===== src/rtl/matrix_drv_pkg.sv =====
// Shared types and constants for the rotated 2x2 matrix-multiply driver.
// Provides the FSM state enum, frame/result sizing and the rotation helper.
package matrix_drv_pkg;

  typedef enum logic [2:0] {
    IDLE,
    SEND,
    WAIT,
    RECV,
    DONE
  } state_t;

  localparam int FRAME_BYTES  = 9;
  localparam int RESULT_WORDS = 4;
  localparam int ELEM_W       = 8;
  localparam int RES_W        = 17;

  localparam logic [1:0] ROT_ID  = 2'd0;
  localparam logic [1:0] ROT_CW  = 2'd1;
  localparam logic [1:0] ROT_180 = 2'd2;
  localparam logic [1:0] ROT_CCW = 2'd3;

  // Packing is row-major with x1 in the low byte.
  function automatic logic [4*ELEM_W-1:0] rotate(
    input logic [1:0]          code,
    input logic [4*ELEM_W-1:0] m
  );
    logic [ELEM_W-1:0] x1, x2, x3, x4;
    logic [4*ELEM_W-1:0] r;
    x1 = m[0*ELEM_W +: ELEM_W];
    x2 = m[1*ELEM_W +: ELEM_W];
    x3 = m[2*ELEM_W +: ELEM_W];
    x4 = m[3*ELEM_W +: ELEM_W];
    unique case (code)
      ROT_ID:  r = {x4, x3, x2, x1};
      ROT_CW:  r = {x2, x4, x1, x3};
      ROT_180: r = {x1, x2, x3, x4};
      ROT_CCW: r = {x3, x1, x4, x2};
      default: r = m;
    endcase
    return r;
  endfunction

endpackage


===== src/rtl/matrix_rot_golden.sv =====
// Combinational golden model: rotate A and B, then 2x2 unsigned multiply.
// Only instantiated when MATRIX_DRV_CHECK_EN is defined.
module matrix_rot_golden
  import matrix_drv_pkg::*;
(
  input  logic [1:0]              rot_a,
  input  logic [1:0]              rot_b,
  input  logic [4*ELEM_W-1:0]     mat_a,
  input  logic [4*ELEM_W-1:0]     mat_b,
  output logic [RESULT_WORDS*RES_W-1:0] expected
);

  logic [4*ELEM_W-1:0] ra;
  logic [4*ELEM_W-1:0] rb;

  function automatic logic [RES_W-1:0] dot(
    input logic [ELEM_W-1:0] p,
    input logic [ELEM_W-1:0] q,
    input logic [ELEM_W-1:0] r,
    input logic [ELEM_W-1:0] s
  );
    logic [2*ELEM_W-1:0] pq;
    logic [2*ELEM_W-1:0] rs;
    pq = (2*ELEM_W)'(p) * (2*ELEM_W)'(q);
    rs = (2*ELEM_W)'(r) * (2*ELEM_W)'(s);
    return RES_W'(pq) + RES_W'(rs);
  endfunction

  always_comb begin
    ra = rotate(rot_a, mat_a);
    rb = rotate(rot_b, mat_b);
    expected = '0;
    expected[0*RES_W +: RES_W] = dot(ra[7:0],   rb[7:0],
                                     ra[15:8],  rb[23:16]);
    expected[1*RES_W +: RES_W] = dot(ra[7:0],   rb[15:8],
                                     ra[15:8],  rb[31:24]);
    expected[2*RES_W +: RES_W] = dot(ra[23:16], rb[7:0],
                                     ra[31:24], rb[23:16]);
    expected[3*RES_W +: RES_W] = dot(ra[23:16], rb[15:8],
                                     ra[31:24], rb[31:24]);
  end

endmodule


===== src/rtl/matrix_rot_driver.sv =====
// Initiator for the rotated 2x2 multiply byte protocol: 9-byte frame out,
// four 17-bit results in. Define MATRIX_DRV_CHECK_EN to enable golden checking.
module matrix_rot_driver
  import matrix_drv_pkg::*;
#(
  parameter int TIMEOUT_CYCLES = 64
) (
  input  logic                          clk,
  input  logic                          rst,
  input  logic                          start,
  input  logic [1:0]                    rot_a,
  input  logic [1:0]                    rot_b,
  input  logic [4*ELEM_W-1:0]           mat_a,
  input  logic [4*ELEM_W-1:0]           mat_b,
  output logic                          busy,
  output logic [ELEM_W-1:0]             tx_data,
  output logic                          tx_valid,
  input  logic [RES_W-1:0]              rx_data,
  input  logic                          rx_valid,
  output logic [RESULT_WORDS*RES_W-1:0] res,
  output logic                          done,
  output logic                          timeout,
  output logic                          short_burst,
  output logic                          pass,
  output logic                          fail
);

  localparam int WAIT_W = $clog2(TIMEOUT_CYCLES + 1);
  localparam int FRAME_W = FRAME_BYTES * ELEM_W;

  state_t              state;
  logic [1:0]          ra_q;
  logic [1:0]          rb_q;
  logic [4*ELEM_W-1:0] ma_q;
  logic [4*ELEM_W-1:0] mb_q;
  logic [3:0]          bcnt;
  logic [1:0]          widx;
  logic [WAIT_W-1:0]   wcnt;
  logic [FRAME_W-1:0]  frame;
  logic [ELEM_W-1:0]   frame_byte;

  assign frame = {mb_q, ma_q, 4'b0, ra_q, rb_q};
  assign frame_byte = frame[bcnt*ELEM_W +: ELEM_W];

`ifdef MATRIX_DRV_CHECK_EN
  logic [RESULT_WORDS*RES_W-1:0] golden;
  logic                          match;

  matrix_rot_golden u_golden (
    .rot_a    (ra_q),
    .rot_b    (rb_q),
    .mat_a    (ma_q),
    .mat_b    (mb_q),
    .expected (golden)
  );

  // c3 is still on rx_data when the comparison is made.
  assign match = ({rx_data, res[3*RES_W-1:0]} == golden);
`endif

  always_ff @(posedge clk or posedge rst) begin
    if (rst) begin
      state       <= IDLE;
      ra_q        <= '0;
      rb_q        <= '0;
      ma_q        <= '0;
      mb_q        <= '0;
      bcnt        <= '0;
      widx        <= '0;
      wcnt        <= '0;
      busy        <= 1'b0;
      tx_data     <= '0;
      tx_valid    <= 1'b0;
      res         <= '0;
      done        <= 1'b0;
      timeout     <= 1'b0;
      short_burst <= 1'b0;
      pass        <= 1'b0;
      fail        <= 1'b0;
    end else begin
      done <= 1'b0;
      unique case (state)
        IDLE: begin
          if (start) begin
            ra_q        <= rot_a;
            rb_q        <= rot_b;
            ma_q        <= mat_a;
            mb_q        <= mat_b;
            res         <= '0;
            timeout     <= 1'b0;
            short_burst <= 1'b0;
            pass        <= 1'b0;
            fail        <= 1'b0;
            bcnt        <= '0;
            state       <= SEND;
          end
        end
        SEND: begin
          busy     <= 1'b1;
          tx_valid <= 1'b1;
          tx_data  <= frame_byte;
          bcnt     <= bcnt + 4'd1;
          if (bcnt == 4'(FRAME_BYTES - 1)) begin
            wcnt  <= '0;
            state <= WAIT;
          end
        end
        WAIT: begin
          tx_valid <= 1'b0;
          tx_data  <= '0;
          if (rx_valid) begin
            res[RES_W-1:0] <= rx_data;
            widx           <= 2'd1;
            state          <= RECV;
          end else if (wcnt == WAIT_W'(TIMEOUT_CYCLES - 1)) begin
            timeout <= 1'b1;
            fail    <= 1'b1;
            state   <= DONE;
          end else begin
            wcnt <= wcnt + 1'b1;
          end
        end
        RECV: begin
          if (!rx_valid) begin
            short_burst <= 1'b1;
            fail        <= 1'b1;
            state       <= DONE;
          end else begin
            res[widx*RES_W +: RES_W] <= rx_data;
            widx <= widx + 2'd1;
            if (widx == 2'(RESULT_WORDS - 1)) begin
`ifdef MATRIX_DRV_CHECK_EN
              pass <= match;
              fail <= !match;
`endif
              state <= DONE;
            end
          end
        end
        DONE: begin
          done  <= 1'b1;
          busy  <= 1'b0;
          state <= IDLE;
        end
        default: state <= IDLE;
      endcase
    end
  end

endmodule


===== config.mk =====
export PLATFORM = sky130hd
export DESIGN_NAME = matrix_rot_driver
export DESIGN_NICKNAME = d
export VERILOG_FILES = /design/src/rtl/matrix_drv_pkg.sv /design/src/rtl/matrix_rot_golden.sv /design/src/rtl/matrix_rot_driver.sv
export SDC_FILE = /design/constraint.sdc
export NUM_CORES = 1
export LEC_CHECK = 0
export ABC_AREA = 0
export CORE_ASPECT_RATIO = 0.7
export CORE_MARGIN = 1.5
export CORE_UTILIZATION = 28
export CTS_CLUSTER_SIZE = 24
export DETAILED_ROUTE_END_ITERATION = 8
export DONT_BUFFER_PORTS = 1
export GPL_TIMING_DRIVEN = 1
export PLACE_DENSITY = 0.45
export SYNTH_ARGS = -nofsm -noshare
export SYNTH_HDL_FRONTEND = slang
export SYNTH_SLANG_ARGS = --single-unit

===== constraint.sdc =====
create_clock -name clk -period 12.9 [get_ports clk]
set_clock_uncertainty 0.2 [all_clocks]
set_input_delay 2.58 -clock clk [delete_from_list [all_inputs] [get_ports clk]]
set_output_delay 2.58 -clock clk [all_outputs]
set_load 0.02 [all_outputs]

==> flow_metrics.tcl, run 1 <==
set metrics [dict create \
    layout-drive-gt1-share_pct 23.6 \
    drt-initial-drc-count 208 \
    period_minus_slack_ps 4340 \
    die_area_mm2 0.0266 \
    avgSynthCellArea_um2 12.5 \
    area_growth_pct 12.0 \
    cts.sinks 166 \
    reg2reg_setup_slack_ps 9890 \
    final_util_pct 32.3 \
    place_congestion 0.800 \
    n_fill_cell 2510 \
    fp-row-count 48 \
    maxSlewHeadroom_pct 26.2 \
    cpMaxStageDelayCell "buf_4" \
    totalPowerFinal_mw 1.98 \
    hold_ws_ps 297 \
    register_area_mm2 0.00415 \
    die_h_um 137 \
    maxSlewViolCount 0 \
    wl_per_cell_um 20.2 \
    critical_path.endpoint_type "register" \
    synth_top_area_share_pct 58.0 \
    r2r-end "res[58]" \
    min_to "wcnt[6]" \
    ios 172 \
    core_mm2 0.0249 \
    drc 10 \
    worstPathRequired_ps 12940 \
    synth_cell_type_count 50 \
    synth.most_common_cell "dfrtp_1" \
    yosysSeqAreaShare_pct 58.0 \
    synthArstFlopShare_pct 100 \
    start_util_pct 28.8 \
    timing.rr.start "state[0]" \
    syn-num-nets 667 \
    ys_warn_count 0 \
    vdd_drop_max_mv 0.0987 \
    cp.arrival_ps 4370 \
    place_hpwl_um 13200 \
    finalCritPeriodShare_pct 33.6 \
    holdCritPathClass "reg2reg" \
    postLayoutSetupSlackWorst_ps 8560 \
    io_buffers 0 \
    cts_setup_buffers 0 \
    antenna_found_initial 1 \
    synth_top_cell_by_area "dfrtp_1" \
    synth_edf_count 0 \
    root_buffer "clkbuf_16" \
    synth_area_mm2 0.00716 \
    rsz0062_at_grt "false" \
    min_path_cells 2 \
    viasPerCell 4.94 \
    grt_max_degree 87 \
    reg2reg_depth 5 \
    insertion_delay_ps 410 \
    cts_hold_repair.buffers 0 \
    max_freq_mhz 231 \
    min_from "wcnt[6]" \
    drt_wl_total_um 18200 \
    worst_pin_slew_ps 1110 \
    violations "design-rule violations" \
    postCtsResizedCells 0 \
    p_per_area_mw_per_mm2 247 \
    htreeDepth 4 \
    crit_type "in2reg" \
    clk_pin_slew_ps 60 \
    synth.ff_latch_count 166 \
    grt_overflow 0 \
    drtPass1Iterations 6 \
    crit_fanout 74 \
    synth_common_cells "dfrtp_1 (166), nand2_1 (85), mux2_2 (72)" \
    setup_viol 0 \
    yosys-top-cells-area "dfrtp_1 (58%), mux2_2 (11%), nand2_1 (4.5%)" \
    slowest_delay_ps 730 \
    track_usage_pct 14.0 \
    cts_made_buffers 17 \
    synthFlopType "dfrtp_1" \
    cts_tree "built" \
    maxCapViolations 0 \
    tns_ps 0 \
    crit_path_cell_trace "nor4b_2 -> buf_4 -> o22ai_2 -> nand2_1 -> o21ai_0" \
    status "finished, violations left" \
    grt_pass1_wl_um 28000 \
    critPathLaunchType "input pin" \
    multi_input_area_mm2 0.00277 \
    die_w_um 194 \
    leakagePower_nw 3.33 \
    final_nets 655 \
    clock_path_buffers 2 \
    hold_viol_final 0 \
    via_count 4437 \
    post-place-ws_ps 8000 \
    drtAntennaViolNets 0 \
    grt_pass1_vias 4493 \
    synthCells 571 \
]
-- placed cells by master, fill, tap and decap left out, drive strengths merged, types with 2 or more instances in the layout --
cell type | synthesis | layout
a21boi | 2 | 2
a21oi | 4 | 4
a221oi | 4 | 4
a222oi | 4 | 4
a22o | 35 | 35
a22oi | 4 | 4
buf | 21 | 5
bufinv | 0 | 2
clkbuf | 15 | 20
clkinv | 0 | 5
dfrtp | 166 | 166
ha | 7 | 7
inv | 13 | 18
mux2 | 72 | 72
mux2i | 2 | 2
mux4 | 12 | 12
nand2 | 85 | 85
nand2b | 5 | 5
nand3 | 11 | 11
nand3b | 3 | 3
nor2 | 15 | 15
nor2b | 2 | 2
nor3 | 5 | 5
nor3b | 2 | 2
nor4 | 3 | 3
nor4b | 2 | 2
o211ai | 2 | 2
o21ai | 54 | 54
o22ai | 2 | 2
o31ai | 5 | 5
or3 | 2 | 2
or3b | 2 | 2
or4 | 2 | 2
xor2 | 2 | 2
-- worst max-delay path by stage --
stage,startpoint,end,slack (ps)
after detailed placement,start,res[52],8000
after CTS,start,res[58],8450
after global routing,start,res[58],8260
final,start,res[58],8560
after floorplan,rst,bcnt[0],5630
after global placement,start,res[59],8110
-- through the flow --
stage,cell area (um^2),instances
floorplan,7160,571
global placement,7420,865
detailed placement,7420,865
CTS,8020,897
global route,8020,897
finish,8020,898
-- state kept, by name (all words and copies together) (netlist names), 3 cells and up --
name / flops
bcnt: 4
ma_q: 32
mb_q: 32
res: 68
state: 3
tx_data: 8
wcnt: 7
-- critical path: cells and delay by family --
family	cells	cell delay [ps]
buffers and inverters	1	730
and+or+nand+nor	2	350
AOI/OAI and AO/OA	2	690
-- power by group --
part / internal (mW) / switching, mW
sequential: 0.694 / 0.199
clock: 0.299 / 0.219
combinational: 0.279 / 0.288
-- layer usage --
layer / wire length (um) / track usage (%) / up-vias / part of all wire (%)
met5: 0 / 0 / - / 0
met4: 252 / 4.43 / 0 / 1.4
met3: 1010 / 4.66 / 15 / 5.5
met2: 8160 / 20.5 / 92 / 45
met1: 8760 / 19.5 / 2308 / 48
li1: - / - / 2022 / -
-- cells by family after synthesis --
logic type	count (synthesis)	synth area share [%]
compound gates	119	11.5
xor+xnor	2	0.245
fa+ha+maj	7	1.22
buf+inv	49	3.48
flops	166	58.0
mux	86	15.4
other cells	1	0.0524
simple gates	141	10.1
-- layout make-up --
| class | count | share of cell area, % |
|---|---|---|
| diodes | 1 | 0.0312 |
| clock buffers | 20 | 5.69 |
| clock inverters | 12 | 1.75 |
| inverters | 13 | 0.671 |
| multi-input cells | 356 | 34.5 |
| flip-flops and latches | 166 | 51.8 |
| well taps | 325 | 5.07 |
| repair buffers | 5 | 0.468 |
(Power assumes the default switching activity.)
==> run 2: changes to the inputs <==
==> constraint.sdc (replaced) <==
create_clock -name clk -period 4.3 [get_ports clk]
set_clock_uncertainty 0.2 [all_clocks]
set_input_delay 0.86 -clock clk [delete_from_list [all_inputs] [get_ports clk]]
set_output_delay 0.86 -clock clk [all_outputs]
set_load 0.02 [all_outputs]
==> flow_metrics.tcl, run 2 (synthesis results as in run 1) <==
set metrics [dict create \
    worst_pin_slew_ps 1160 \
    htreeDepth 4 \
    crit_fanout 40 \
    drc 7 \
    drtPass1Iterations 7 \
    fp-row-count 48 \
    maxCapViolations 0 \
    largest_register_ffs 68 \
    grt_pass1_wl_um 28500 \
    critPathLaunchType "register" \
    place_hpwl_um 13000 \
    status "finished, violations left" \
    critical_path.endpoint_type "register" \
    final_cell_mix "dfrtp_1 (166), nand2_1 (85), mux2_2 (72)" \
    maxSlewHeadroom_pct 23.0 \
    grt_overflow 0 \
    place_congestion 0.754 \
    tns_ps 0 \
    drt_wl_total_um 18500 \
    leakagePower_nw 3.33 \
    cts_tree "built" \
    cts_hold_repair.buffers 0 \
    grt_max_degree 167 \
    layout-drive-gt1-share_pct 23.4 \
    worstPathRequired_ps 4410 \
    finalCritPeriodShare_pct 66.1 \
    area_growth_pct 12.5 \
    die_area_mm2 0.0266 \
    vdd_drop_max_mv 0.284 \
    slowest_delay_ps 630 \
    postCtsResizedCells 0 \
    die_w_um 194 \
    clock_path_buffers 2 \
    rsz0062_at_grt "false" \
    grt_pass1_vias 4583 \
    max_freq_mhz 352 \
    die_h_um 137 \
    crit_path_cell_trace "nor4b_2 -> buf_4 -> buf_4 -> mux2_2" \
    p_per_area_mw_per_mm2 745 \
    top_regs "res (68), ma_q (32), mb_q (32)" \
    core_mm2 0.0249 \
    clk_pin_slew_ps 60 \
    cts.sinks 166 \
    final_nets 656 \
    top_register "res" \
    cpMaxStageDelayCell "dfrtp_1" \
    period_minus_slack_ps 2840 \
    start_util_pct 28.8 \
    drtAntennaViolNets 0 \
    setup_viol 0 \
    ios 172 \
    crit_top_cell "buf_4" \
    root_buffer "clkbuf_16" \
    insertion_delay_ps 420 \
    track_usage_pct 14.3 \
    antenna_found_initial 1 \
    wl_per_cell_um 20.7 \
    drt-initial-drc-count 283 \
    diodes 0 \
    cts_setup_buffers 0 \
    viasPerCell 4.97 \
    place_inst 865 \
    holdCritPathClass "reg2reg" \
    hold_viol_final 0 \
    layout.cells.non_filler 897 \
    maxSlewViolCount 0 \
    cts_made_buffers 17 \
    hold_ws_ps 300 \
    violations "design-rule violations" \
    cp.arrival_ps 2950 \
    via_count 4458 \
    final_common_cell "dfrtp_1" \
    io_buffers 0 \
    crit_type "reg2reg" \
]
[run 2: routing by layer]
layer  track usage [%]  routed length (um)  vias to the layer above
li1                  -                   -                     2025
met1              20.0                8790                     2326
met2              21.2                8540                       90
met3              4.36                1000                       15
met4              4.17                 192                        2
met5                 0                  13                        -
[run 2: per-stage QoR]
| stage | total power [mW] | util, % | worst slack (ps) | area [um^2] |
|---|---|---|---|---|
| after global routing | 6.39 | 32.4 | 1300 | 8060 |
| final | 6.00 | 32.4 | 1460 | 8060 |
| after detailed placement | 4.46 | 29.9 | 1360 | 7430 |
| after floorplan | 3.96 | - | 1130 | 7170 |
| after global placement | 4.37 | 29.9 | 1440 | 7430 |
| after CTS | 6.08 | 32.3 | 1430 | 8040 |
[run 2: worst max-delay path: cells and delay by family, from the launching register on]
family | cells | cell delay (ps)
buffers and inverters | 2 | 990
flip-flops | 1 | 630
AND/OR/NAND/NOR | 1 | 460
multiplexers | 1 | 400
[run 2: cell type report]
cell class | count | area (um^2)
clock inverter | 10 | 145
inverter | 13 | 52.6
sequential | 166 | 4150
timing repair buffer | 6 | 65.1
fill | 2515 | 16800
multi-input combinational | 356 | 2770
tap | 325 | 407
clock buffer | 21 | 460
[run 2: path summary, 6_finish.rpt]
kind / end / depth (start not counted) / startpoint / slack [ps]
min in group asynchronous: mb_q[18] / 2 / rst / 340
setup reg to reg: ma_q[29] / 4 / state[0] / 1460
hold / removal: wcnt[6] / 2 / wcnt[6] / 300
max in group asynchronous: done / 2 / rst / 2870
hold reg to reg: wcnt[6] / 2 / wcnt[6] / 300
setup / recovery: ma_q[29] / 4 / state[0] / 1460
[run 2: power breakdown]
group	total, mW	leakage (nW)	internal, mW	switching (mW)
Combinational	1.73	0.905	0.846	0.879
Clock	1.59	0.290	0.947	0.644
Sequential	2.69	2.13	2.08	0.604
Total	6.00	3.33	3.88	2.13
